`config.mk`:
```
export PLATFORM = sky130hd
export DESIGN_NAME = bit_serial_adder
export DESIGN_NICKNAME = d
export VERILOG_FILES = /design/src/rtl/bsa_pkg.sv /design/src/rtl/serial_fa_cell.sv /design/src/rtl/bit_serial_adder.sv
export SDC_FILE = /design/constraint.sdc
export NUM_CORES = 1
export LEC_CHECK = 0
export ABC_CLOCK_PERIOD_IN_PS = 1600
export CORE_ASPECT_RATIO = 0.8
export CORE_MARGIN = 5
export CORE_UTILIZATION = 53
export DETAILED_ROUTE_END_ITERATION = 8
export PLACE_DENSITY = 0.79
export SLEW_MARGIN = 20
export SYNTH_ARGS = -nofsm -noshare
export SYNTH_HDL_FRONTEND = slang
export SYNTH_SLANG_ARGS = --single-unit
```
`constraint.sdc`:
```
create_clock -name clk -period 1.6 [get_ports clk]
set_input_delay 0.48 -clock clk [delete_from_list [all_inputs] [get_ports clk]]
set_output_delay 0.48 -clock clk [all_outputs]
set_load 0.01 [all_outputs]
```
`src/rtl/bsa_pkg.sv`:
```
// Shared definitions for the bit-serial adder.
//   state_t       : controller states (IDLE, RUN, DONE), 2-bit encoding
//   DEFAULT_WIDTH : default operand/result width
//   cnt_w()       : bit-step counter width for a given operand width
package bsa_pkg;

  typedef enum logic [1:0] {
    IDLE = 2'd0,
    RUN  = 2'd1,
    DONE = 2'd2
  } state_t;

  localparam int DEFAULT_WIDTH = 8;

  function automatic int cnt_w(input int width);
    return $clog2(width);
  endfunction

endpackage

```
`src/rtl/serial_fa_cell.sv`:
```
// Single-bit combinational full adder used as the arithmetic core of the
// bit-serial adder.
//   i_a, i_b : operand bits
//   i_c      : carry in
//   o_sum    : sum bit
//   o_carry  : carry out
module serial_fa_cell (
  input  logic i_a,
  input  logic i_b,
  input  logic i_c,
  output logic o_sum,
  output logic o_carry
);

  assign o_sum   = i_a ^ i_b ^ i_c;
  assign o_carry = (i_a & i_b) | (i_b & i_c) | (i_a & i_c);

endmodule

```
`src/rtl/bit_serial_adder.sv`:
```
// Multi-cycle WIDTH-bit adder: one bit per clock through a single full-adder
// cell, carry held in a register between bit-steps.
//   clk   : rising-edge clock
//   rst_n : asynchronous active-low reset
//   start : request a new addition (sampled in IDLE or DONE only)
//   a, b  : operands, captured on the accepting edge
//   cin   : carry-in, captured on the accepting edge
//   busy  : high while bit-steps are in progress
//   done  : one-cycle pulse when sum/cout take a new value
//   sum   : result, held until the next result is ready
//   cout  : final carry-out, held like sum
module bit_serial_adder
  import bsa_pkg::*;
#(
  parameter int WIDTH = DEFAULT_WIDTH
) (
  input  logic             clk,
  input  logic             rst_n,
  input  logic             start,
  input  logic [WIDTH-1:0] a,
  input  logic [WIDTH-1:0] b,
  input  logic             cin,
  output logic             busy,
  output logic             done,
  output logic [WIDTH-1:0] sum,
  output logic             cout
);

  localparam int CNT_W = cnt_w(WIDTH);
  localparam logic [CNT_W-1:0] LAST_STEP = CNT_W'(WIDTH - 1);

  state_t           r_state;
  logic [WIDTH-1:0] r_opa;
  logic [WIDTH-1:0] r_opb;
  logic [WIDTH-1:0] r_res;
  logic             r_carry;
  logic [CNT_W-1:0] r_cnt;
  logic             r_busy;
  logic             r_done;
  logic [WIDTH-1:0] r_sum;
  logic             r_cout;

  logic             w_cell_sum;
  logic             w_cell_carry;

  serial_fa_cell u_fa (
    .i_a    (r_opa[0]),
    .i_b    (r_opb[0]),
    .i_c    (r_carry),
    .o_sum  (w_cell_sum),
    .o_carry(w_cell_carry)
  );

  always_ff @(posedge clk or negedge rst_n) begin
    if (!rst_n) begin
      r_state <= IDLE;
      r_opa   <= '0;
      r_opb   <= '0;
      r_res   <= '0;
      r_carry <= 1'b0;
      r_cnt   <= '0;
      r_busy  <= 1'b0;
      r_done  <= 1'b0;
      r_sum   <= '0;
      r_cout  <= 1'b0;
    end else begin
      case (r_state)
        IDLE, DONE: begin
          r_done <= 1'b0;
          if (start) begin
            // Accept: sum/cout deliberately left alone until the new result lands
            r_opa   <= a;
            r_opb   <= b;
            r_carry <= cin;
            r_res   <= '0;
            r_cnt   <= '0;
            r_busy  <= 1'b1;
            r_state <= RUN;
          end else begin
            r_state <= IDLE;
          end
        end
        RUN: begin
          // Result bits enter at the MSB so after WIDTH steps bit 0 is the LSB
          r_res   <= {w_cell_sum, r_res[WIDTH-1:1]};
          r_opa   <= {1'b0, r_opa[WIDTH-1:1]};
          r_opb   <= {1'b0, r_opb[WIDTH-1:1]};
          r_carry <= w_cell_carry;
          r_cnt   <= r_cnt + CNT_W'(1);
          if (r_cnt == LAST_STEP) begin
            r_sum   <= {w_cell_sum, r_res[WIDTH-1:1]};
            r_cout  <= w_cell_carry;
            r_busy  <= 1'b0;
            r_done  <= 1'b1;
            r_state <= DONE;
          end
        end
        default: begin
          r_busy  <= 1'b0;
          r_done  <= 1'b0;
          r_state <= IDLE;
        end
      endcase
    end
  end

  assign busy = r_busy;
  assign done = r_done;
  assign sum  = r_sum;
  assign cout = r_cout;

endmodule

```
Word-level counts from Yosys, hierarchy flattened
Cells that the tools add are included.
- register bits: 41
- input bits: 20
- multiplexer cells: 18
- reduce and logical (&&, ||, !) cells: 6
- $add $sub $neg: 1
- bitwise logic cells: 7
- equality and inequality tests: 5
- operators by type and width (cell ; number):
    $pmux W8 S2 ; 3
    $mux W8 ; 3
    $mux W1 ; 6
    $pmux W3 S2 ; 1
    $reduce_and A2 Y1 ; 3
    $ne A2 B2 Y1 const B ; 2
    $pmux W1 S2 ; 2
    $pmux W2 S2 ; 1
    $add A3 B1 Y3 const B ; 1
    $and A1 B1 Y1 ; 3
    $eq A3 B3 Y1 const B ; 1
    $mux W3 ; 1
    $eq A2 B1 Y1 const B ; 1
    $eq A2 B2 Y1 const B ; 1
    $logic_not A2 Y1 ; 1
    $mux W2 ; 1
    $or A1 B1 Y1 ; 2
    $reduce_bool A2 Y1 ; 1
    $reduce_or A2 Y1 ; 1
    $xor A1 B1 Y1 ; 2

Logic depth before layout (Yosys ltp)
Gate-level depths: netlist of run 1.
- depth in word-level cells: 4
- depth in mapped cells: 6
- depth with buffers taken out: 5

By module
A second synthesis of run 1 with hierarchy kept.
- cell total of the unflattened synthesis: 146
- area, all modules: 1767.9 um^2
- by module, submodules not included (module ; area each (um^2) ; instances ; cells each):
    bit_serial_adder ; 1747.9 ; 1 ; 145
    serial_fa_cell ; 20.0 ; 1 ; 1

Worst setup path after synthesis of run 1
OpenSTA, ideal clock, no wires.
- kind: register to register
- start point: register r_carry
- end point: register r_res[7]
- clock period less this slack: 1.432 ns
- data required time: 1.479 ns
- stages on the path, launching flop included: 4
- arrival time: 1.311 ns
- slack: 0.168 ns
- buffers on the path: 0
- cell sequence: dfrtp_1 fa_1 mux2_1 a22o_1
- cells in the longest elaborated chain, start to end: 2
- ends and longest elaborated chain (element ; RTL line ; RTL):
    start: declaration ; bit_serial_adder.sv:36 ; logic r_carry;
    start signal: assignment ; bit_serial_adder.sv:74 ; r_carry <= cin;
    start signal: assignment ; bit_serial_adder.sv:88 ; r_carry <= w_cell_carry;
    $xor A1 B1 Y1 ; serial_fa_cell.sv:15 ; assign o_sum = i_a ^ i_b ^ i_c;
    named net u_fa.o_sum ; serial_fa_cell.sv:11 ; output logic o_sum,
    $pmux W8 S2 ; bit_serial_adder.sv:67 ; case (r_state)
    end signal: assignment ; bit_serial_adder.sv:85 ; r_res <= {w_cell_sum, r_res[WIDTH-1:1]};
    end: declaration ; bit_serial_adder.sv:35 ; logic [WIDTH-1:0] r_res;
The timed path passes the listed nets, and every way through them passes these cells.
A chain may end at the register's enable or synchronous reset.

Final worst setup path of run 1
Ends and elaborated chain as after synthesis.

==> summary.md, run 1 <==
| Metric | Value |
|---|---|
| Count leader, synth | `dfrtp_1` |
| Initial Util | `55.54%` |
| Pwr dens | `1769 nW/um2` |
| Clock slew seen by the registers of the worst setup and hold paths | `0.07 ns` |
| Cells after Synth | `154` |
| Hold_buf cts | `0` |
| Synthesized Nets | `177` |
| Post-synth ARST share | `100.0%` |
| Number of global-route vias before repair | `1377` |
| Cell Rows | `19` |
| Unrepaired setup endpoints after global routing | `false` |
| Post-synth EDFFs | `0` |
| Core Footprint | `3447 um2` |
| H-tree level count | `2` |
| Maximum clock frequency | `662.7 MHz` |
| Max Slew Vio Count | `0` |
| Netlist Area Pre-Place | `1914 um2` |
| Via density | `5.623` |
| Antenna Nets Post-Route | `0` |
| Buffers added on ports | `30` |
| DR DRC count | `0` |
| CTS Root Cell | `clkbuf_8` |
| Dominant cells by area after synthesis | `dfrtp_1 51%, mux2i_1 8.9%, mux2_4 7.1%, a211oi_1 5.9%, nor2b_1 5.2%` |
| First-pass GRT wire length | `6.479 mm` |
| CP Max Fanout | `3` |
| TritonCTS clock tree | `yes` |
| Vias | `1299` |
| Tightest Hold Check Type | `in2async` |
| Total Wirelength | `3.628 mm` |
| Wire per inst | `15.71 um` |
| Die Y | `63.76 um` |
| DRT Pass-1 Iters | `4` |
| Antenna violations before repair | `0` |
| Setup TNS | `0 ns` |
| Fraction of layout cells with a size suffix above 1 | `16.93%` |
| Leakage | `1.043 nW` |
| Peak supply drop | `0.7554 mV` |
| Gpl congestion | `0.8039` |
| # nets final | `211` |
| Distinct cell type count after synthesis | `25` |
| Status | `finished clean` |
| Worst setup SP type | `flop` |
| DRT iter0 DRCs | `72` |
| Rel. slew slack | `78.75%` |
| Hold Vio Cnt, Final | `0` |
| Sequential share of the synthesized area | `50.98%` |
| Post-synth top area cell | `dfrtp_1` |
| Final setup violation count | `0` |
| WP data arrival | `1.69 ns` |
| IO Count | `31` |
| R2r startpoint | `r_carry` |
| Post-DP HPWL | `2.566 mm` |
| Clock share of power | `17.2%` |
| Internal power | `2.748 mW` |
| TritonCTS buffer count | `5` |
| Die footprint | `4922 um2` |
| FF+latch count, synth | `39` |
| Clock buffer depth | `2` |
| Post-Place Cell Area | `2256 um2` |
| Syn Area/Cell | `12.43 um2` |
| Gr usage total | `16.25%` |
| CTS Sinks | `39` |
| Setup Skew | `0.001955 ns` |
| Post-synth top cells | `39 x dfrtp_1, 17 x mux2i_1, 16 x nor2b_1` |
| Gr ovfl total | `0` |
| Critical Path Start | `r_carry` |
| R2R Setup Slk | `0.09 ns` |
| Clock Latency Late Sink | `0.29 ns` |
| Psw | `1.408 mW` |
| Net Sw Frac | `33.87%` |
| Largest net degree at the start of global routing | `40` |
| N_diodes | `0` |
| Fin crit period | `1.509 ns` |
| Worst path required time | `1.78 ns` |
| Slew @ Worst Pin | `0.3173 ns` |
| Final Instance Area | `2350 um2` |
| Seq pwr share | `42.0%` |
| Area delta synth->final | `22.74%` |
| Synth top area share | `50.98%` |
| Top_reg_cell synth | `dfrtp_1` |
| CP endpoint kind | `flop` |
| Yosys Warn Count | `0` |
| WHS | `0.1454 ns` |
| Crit Path Class | `reg2reg` |
| Comb power frac | `40.8%` |
| Max cap viols | `0` |
| Die X | `77.20 um` |
| Final period util | `94.31%` |
==> flip-flops by register name, indices dropped and copies added (netlist names) <==
signal,cells
r_opa,8
r_opb,8
cout,1
r_res,7
sum,8
busy,1
r_cnt,3
r_carry,1
r_state,2
==> cell usage in the layout, fill, tap and decap left out <==
cell type | Yosys | final
inv_2 | 1 | 1
mux2_2 | 2 | 2
nor2b_1 | 16 | 16
a21oi_1 | 15 | 15
a22o_1 | 9 | 9
clkbuf_1 | 3 | 1
nor2b_2 | 1 | 1
clkdlybuf4s50_1 | 0 | 18
buf_4 | 2 | 8
ha_1 | 2 | 2
buf_2 | 3 | 1
a211oi_1 | 15 | 15
mux2i_1 | 17 | 17
nand2_8 | 1 | 1
mux2_1 | 3 | 3
mux2_4 | 9 | 9
nand3_1 | 2 | 2
fa_1 | 1 | 1
o21ai_1 | 3 | 3
dfrtp_1 | 39 | 39
nor2_2 | 1 | 1
nor2_1 | 3 | 3
buf_12 | 0 | 1
nand2_1 | 1 | 1
dlygate4sd2_1 | 0 | 11
clkbuf_8 | 0 | 7
a21o_1 | 1 | 1
==> metal layers <==
layer  part of all wire (%)  track usage [%]  wire length (um)  vias to the layer above
met2                     46            24.68              1678                       29
li1                       -                -                 -                      627
met4                    1.6            6.867                58                        0
met1                     48            22.12              1738                      636
met5                      0                0                 0                        -
met3                    4.2            4.354               153                        7
==> stage by stage <==
stage | total power, mW | cells | utilization (%) | worst slack [ns]
3_3_place_gp | 3.409 | 222 | 65.44 | -0.07434
3_5_place_dp | 3.538 | 222 | 65.44 | -0.1527
4_1_cts | 4.187 | 231 | 68.17 | 0.08502
5_1_grt | 4.492 | 231 | 68.17 | 0.02634
6_report | 4.156 | 231 | 68.17 | 0.09111
2_1_floorplan | 2.967 | 154 | - | 0.1677
==> power by group through the flow <==
stage	clock (mW)	combinational, mW	sequential, mW
global route	0.777	1.91	1.81
CTS	0.729	1.71	1.74
finish	0.714	1.70	1.75
detailed placement	0	1.77	1.77
global placement	0	1.67	1.73
floorplan	0	1.25	1.72
==> logic make-up (layout without fill, tap and decap cells) <==
kind of cell,Yosys count,after routing,share of synthesized area [%]
AOI/OAI and AO/OA,43,43,15.10
adders and majority gates,3,3,2.353
buffers and inverters,13,48,4.313
DFF,39,39,50.98
muxes,31,31,18.89
and+or+nand+nor,25,25,8.366
==> final timing paths <==
kind	end	cells past startpoint
min in group clk	sum[5]	1
worst min-delay path	r_res[4]	2
worst min register to register	sum[5]	1
worst max-delay path	r_res[7]	3
worst max register to register	r_res[7]	3
max in group asynchronous	r_opb[2]	2
==> layout make-up <==
class                           count  area, um2
Inverter                            1      3.754
Fill cell                         240       1097
Tap cell                           42      52.55
Sequential cell                    39      975.9
Multi-Input combinational cell    102      855.8
Timing Repair Buffer               39      361.6
Clock buffer                        8      100.1
==> what timing repair did <==
item | in CTS | in global routing
resized for setup | 11 | 0
endpoints found under the setup margin | 11 | 0
setup buffers | 1 | 0
==> worst max-delay path, cell delays in order (launching register included) <==
cell	delay [ns]
dfrtp_1	0.41
fa_1	0.52
mux2_1	0.30
a22o_1	0.18
No activity file was read; power rests on OpenSTA's default activity.
==> run 2: changes to the inputs <==
- CORE_MARGIN: 5 -> unset
- SKIP_CTS_REPAIR_TIMING: unset -> 1
==> run 2 against run 1 <==
- sequential power is essentially flat
- clock power increased by 36%
- critical path depth did not move
- die area decreased by 22%
- worst hold slack worse by 0.0069 ns
- sequential cell count stayed put
- clock skew rose by 0.0070 ns
- clock-buffer cell count down 3
- sequential share of layout area down 1.3 points
- via count about the same
- non-clock buffer count decreased by 2
- critical endpoint unchanged
- largest cell class unchanged
==> summary.md, run 2 (synthesis results as in run 1) <==
| Metric | Value |
|---|---|
| Status | `finished clean (unchanged)` |
| DR DRC count | `0 (unchanged)` |
| Tightest Hold Check Type | `in2async (unchanged)` |
| Largest net degree at the start of global routing | `40 (unchanged)` |
| Placed cell count | `221 (was 222)` |
| Filler cells | `230 (was 240)` |
| Clock share of power | `21.8% (was 17.2%)` |
| Gr usage total | `19.83% (was 16.25%)` |
| Comb power frac | `39.0% (was 40.8%)` |
| Cell Rows | `19 (unchanged)` |
| Area delta synth->final | `26.73% (was 22.74%)` |
| WP data arrival | `1.69 ns (about the same)` |
| Unrepaired setup endpoints after global routing | `false (unchanged)` |
| Fraction of layout cells with a size suffix above 1 | `17.11% (was 16.93%)` |
| Fin crit period | `1.507 ns (was 1.509 ns)` |
| Wire per inst | `15.47 um (was 15.71 um)` |
| Total Wirelength | `3.543 mm (was 3.628 mm)` |
| Hold Vio Cnt, Final | `0 (unchanged)` |
| Net Sw Frac | `32.39% (was 33.87%)` |
| First-pass GRT wire length | `6.051 mm (was 6.479 mm)` |
| DRT iter0 DRCs | `82 (was 72)` |
| Internal power | `3.018 mW (was 2.748 mW)` |
| Antenna violations before repair | `0 (unchanged)` |
| WHS | `0.1385 ns (was 0.1454 ns)` |
| Rel. slew slack | `78.57% (was 78.75%)` |
| # nets final | `209 (was 211)` |
| Vias | `1300 (was 1299)` |
| Final setup violation count | `0 (unchanged)` |
| Worst path required time | `1.78 ns (about the same)` |
| Pwr dens | `1840 nW/um2 (was 1769 nW/um2)` |
| Clock buffer depth | `2 (unchanged)` |
| Psw | `1.446 mW (was 1.408 mW)` |
| Antenna Nets Post-Route | `0 (unchanged)` |
| Commonest non-fill, non-tap cell in the layout | `dfrtp_1 (unchanged)` |
| Number of global-route vias before repair | `1303 (was 1377)` |
| Max cap viols | `0 (unchanged)` |
| Seq pwr share | `39.2% (was 42.0%)` |
| Most frequent cells in the layout | `38 x dfrtp_1, 18 x clkdlybuf4s50_1, 17 x mux2i_1, 16 x nor2b_1 (was 39 x dfrtp_1, 18 x clkdlybuf4s50_1, 17 x mux2i_1, 16 x nor2b_1)` |
| Max Slew Vio Count | `0 (unchanged)` |
| Clock Latency Late Sink | `0.29 ns (about the same)` |
| Die footprint | `3858 um2 (was 4922 um2)` |
| CTS Sinks | `39 (unchanged)` |
| Peak supply drop | `1.178 mV (was 0.7554 mV)` |
| Setup Skew | `0.009004 ns (was 0.001955 ns)` |
| Buffers added on ports | `30 (unchanged)` |
| Die Y | `55.76 um (was 63.76 um)` |
| CP endpoint kind | `flop (unchanged)` |
| Gpl congestion | `0.7188 (was 0.8039)` |
| Clock slew seen by the registers of the worst setup and hold paths | `0.08 ns (was 0.07 ns)` |
| TritonCTS clock tree | `yes (unchanged)` |
| Post-DP HPWL | `2.448 mm (was 2.566 mm)` |
| Leakage | `1.162 nW (was 1.043 nW)` |
| Crit Path Class | `reg2reg (unchanged)` |
| Fin cells | `229 (was 231)` |
| Final core utilization | `70.38% (was 68.17%)` |
| Overall power | `4.464 mW (was 4.156 mW)` |
| Worst setup SP type | `flop (unchanged)` |
| N_diodes | `0 (unchanged)` |
| Final period util | `94.22% (was 94.31%)` |
| Core Footprint | `3447 um2 (unchanged)` |
| Via density | `5.677 (was 5.623)` |
| Maximum clock frequency | `663.4 MHz (was 662.7 MHz)` |
| DRT Pass-1 Iters | `6 (was 4)` |
| TritonCTS buffer count | `5 (unchanged)` |
| Die X | `69.20 um (was 77.20 um)` |
| CTS Root Cell | `clkbuf_8 (unchanged)` |
| Initial Util | `55.54% (unchanged)` |
| Slew @ Worst Pin | `0.3214 ns (was 0.3173 ns)` |
| H-tree level count | `2 (unchanged)` |
| CP Max Fanout | `3 (unchanged)` |
| IO Count | `31 (unchanged)` |
| Gr ovfl total | `0 (unchanged)` |
## run 2: worst max-delay path, cell delays in order (launching register included)
cell and delay [ns]:
dfrtp_1 0.41, fa_1 0.51, mux2_1 0.30, a22o_1 0.19
## run 2: stage by stage
step / setup TNS [ns] / worst slack, ns / cell area, um2
floorplan: 0 / 0.1677 / 1914
global placement: -1.340 / -0.09677 / 2261
detailed placement: -2.455 / -0.1561 / 2261
CTS: -0.9915 / -0.1920 / 2397
global route: 0 / 0.03962 / 2426
finish: 0 / 0.09254 / 2426
## run 2: cell type report
cell class                 instances  area [um2]  share of cell area (%)
sequential                        39       977.2                   40.28
multi-input combinational        102       855.8                   35.28
timing repair buffer              37       400.4                   16.50
clock buffer                       5       68.82                   2.837
clock inverter                     3       67.56                   2.785
tap                               42       52.55                   2.166
inverter                           1       3.754                  0.1547
## run 2: path summary, 6_finish.rpt
kind | startpoint | endpoint | slack (ns) | cells past startpoint
max | r_carry | r_res[7] | 0.09 | 3
min | rst_n | r_opb[3] | 0.14 | 2
max reg2reg | r_carry | r_res[7] | 0.09 | 3
min reg2reg | sum[6] | sum[6] | 0.51 | 1
max in group asynchronous | rst_n | r_state[1] | 1.26 | 2
min in group clk | sum[6] | sum[6] | 0.51 | 1
## run 2: power by group through the flow
| stage | combinational (mW) | clock [mW] | sequential (mW) |
|---|---|---|---|
| CTS | 1.78 | 0.991 | 1.76 |
| detailed placement | 1.77 | 0 | 1.77 |
| global placement | 1.67 | 0 | 1.73 |
| global route | 1.91 | 1.03 | 1.82 |
| floorplan | 1.25 | 0 | 1.72 |
| finish | 1.74 | 0.973 | 1.75 |
## run 2: routing by layer
layer / global-route usage [%] / vias up / part of all wire, %
met5: 0 / - / 0
met1: 26.42 / 657 / 47
li1: - / 617 / -
met3: 4.710 / 6 / 3.4
met2: 32.32 / 20 / 49
met4: 6.122 / 0 / 0.76
==> RTL change: new RTL, settings of run 2 <==
Encoding of `state_t`: now one-hot (3 bits for 3 states).
--- a/src/rtl/bsa_pkg.sv
+++ b/src/rtl/bsa_pkg.sv
@@ -6,6 +6,6 @@
 
-  typedef enum logic [1:0] {
-    IDLE = 2'd0,
-    RUN  = 2'd1,
-    DONE = 2'd2
+  typedef enum logic [2:0] {
+    IDLE = 3'b001,
+    RUN  = 3'b010,
+    DONE = 3'b100
   } state_t;
Behaviour: same outputs for any inputs over 10 cycles, from zero or initial values and one cycle with rst_n low; not proved beyond that.
==> RTL change against run 2 <==
Final area fell by 3.8%. Cell count is 9.6% higher. Sequential power fell by 9.7%. Routed wire length rose by 7.0%. Sequential cell count increased by 1. Worst setup slack got worse by 0.023 ns. Area after synthesis is 4.8% lower. Power shrank 20%. Worst hold slack worse by 0.013 ns. Critical path type unchanged. Critical endpoint is now r_opb[5]$_DFFE_PN0P_. Largest cell class unchanged.
==> RTL change: results (changes against run 2) <==
io_buffers: 30  # unchanged
grt_max_degree: 27  # -33%
track_usage_pct: 23.8  # +4.0 points
yosysWarnings: 0  # unchanged
synthDistinctLibCells: 27  # +8.0%
finalCriticalPeriod_ns: 1.53  # +0.0234 ns
vdd_ir_drop_max_mv: 1.02  # -13%
grt_pass1_wl_um: 6280  # +3.8%
r2r_setup_slack_ns: 0.07  # -0.02 ns
gp_congestion: 0.769  # +7.0%
reg2reg_depth: 5  # +2
clk_path_buf_depth: 2  # unchanged
placed_cell_area_um2: 2210  # -2.1%
die-area_um2: 3680  # -4.6%
r2r_end: "r_opb[5]$_DFFE_PN0P_"
drt_iter0_drc: 107  # +30%
pre_cts_slack_ns: -0.156  # +0.000451 ns
cp-startpoint: "r_state[2]$_DFFE_PN0P_"
htree_levels: 2  # unchanged
fin_nets: 234  # +12%
clock_latency_ns: 0.29  # about the same
drive_gt1_share_pct: 13.7  # -3.4 points
status: "completed"
dr.pass1.iters: 4  # -2
max_stage_delay_ns: 0.44  # -0.07 ns
crit_family: "simple AND/OR/NAND/NOR gates"
crit_fanout: 14  # +11
cts-buffers-inserted: 5  # unchanged
synth_common_cells: "dfrtp_1, nand2_1, nand3_1, o211ai_1, o21ai_1"
cp_slowest_cell: "dfrtp_2"
wl_um: 3790  # +7.0%
ys_seq_area_share_pct: 55.0  # +4.0 points
clk_pin_slew_ns: 0.07
arrival_ns: 1.69  # about the same
endpoint_kind: "register"
slew_headroom_pct: 71.2  # -7.4 points
fin_worst_skew_ns: 0.00717  # -0.00183 ns
power.leakage_nw: 1.10  # -5.4%
vias: 1419  # +9.2%
root_buffer: "clkbuf_8"
dp.final_hpwl_um: 2640  # +7.9%
syn_nets: 196  # +11%
fillers: 217  # -5.7%
synth.area.top_cells: "dfrtp_1, nand3_1, nand2_1"
[RTL change: where the power goes]
part           leakage (nW)  switching [mW]  total, mW  internal (mW)
registers             0.501           0.244       1.58           1.34
clock network        0.0410           0.320      0.616          0.296
logic                 0.557           0.732       1.37          0.639
total                  1.10            1.29       3.57           2.27
[RTL change: area by class of cell]
type,count,share of cell area (%)
flip-flops and latches,40,43.0
clock inverters,1,0.214
well taps,40,2.14
multi-input cells,120,32.1
repair buffers,44,19.4
clock buffers,6,3.11
[RTL change: per-stage QoR]
| stage | hold slack [ns] | utilization (%) | std cells |
|---|---|---|---|
| 2_1_floorplan | 0.184 | - | 173 |
| 3_3_place_gp | 0.439 | 69.7 | 244 |
| 3_5_place_dp | 0.442 | 69.7 | 244 |
| 4_1_cts | 0.134 | 72.1 | 251 |
| 5_1_grt | 0.164 | 73.5 | 251 |
| 6_report | 0.125 | 73.5 | 251 |
[RTL change: cells by family after synthesis]
| kind of cell | share of synthesized area (%) |
|---|---|
| AOI/OAI and AO/OA | 11.1 |
| xor gates and xnor gates | 1.78 |
| adders and majority gates | 2.47 |
| buffers and inverters | 4.67 |
| DFF | 55.0 |
| muxes | 5.56 |
| and+or+nand+nor | 19.5 |
[RTL change: worst reg2reg max path, delay by kind of cell, from the launching register on]
| family | cells | cell delay (ns) |
|---|---|---|
| buf+inv | 2 | 0.37 |
| flops | 1 | 0.44 |
| simple gates | 2 | 0.49 |
| compound gates | 1 | 0.11 |
[RTL change: routing by layer]
| metal | GRT usage (%) | wire (um) | up-vias |
|---|---|---|---|
| met5 | 0 | 0 | - |
| met4 | 8.87 | 34 | 0 |
| met3 | 5.83 | 173 | 5 |
| met2 | 38.3 | 1810 | 34 |
| met1 | 31.3 | 1770 | 703 |
| li1 | - | - | 677 |
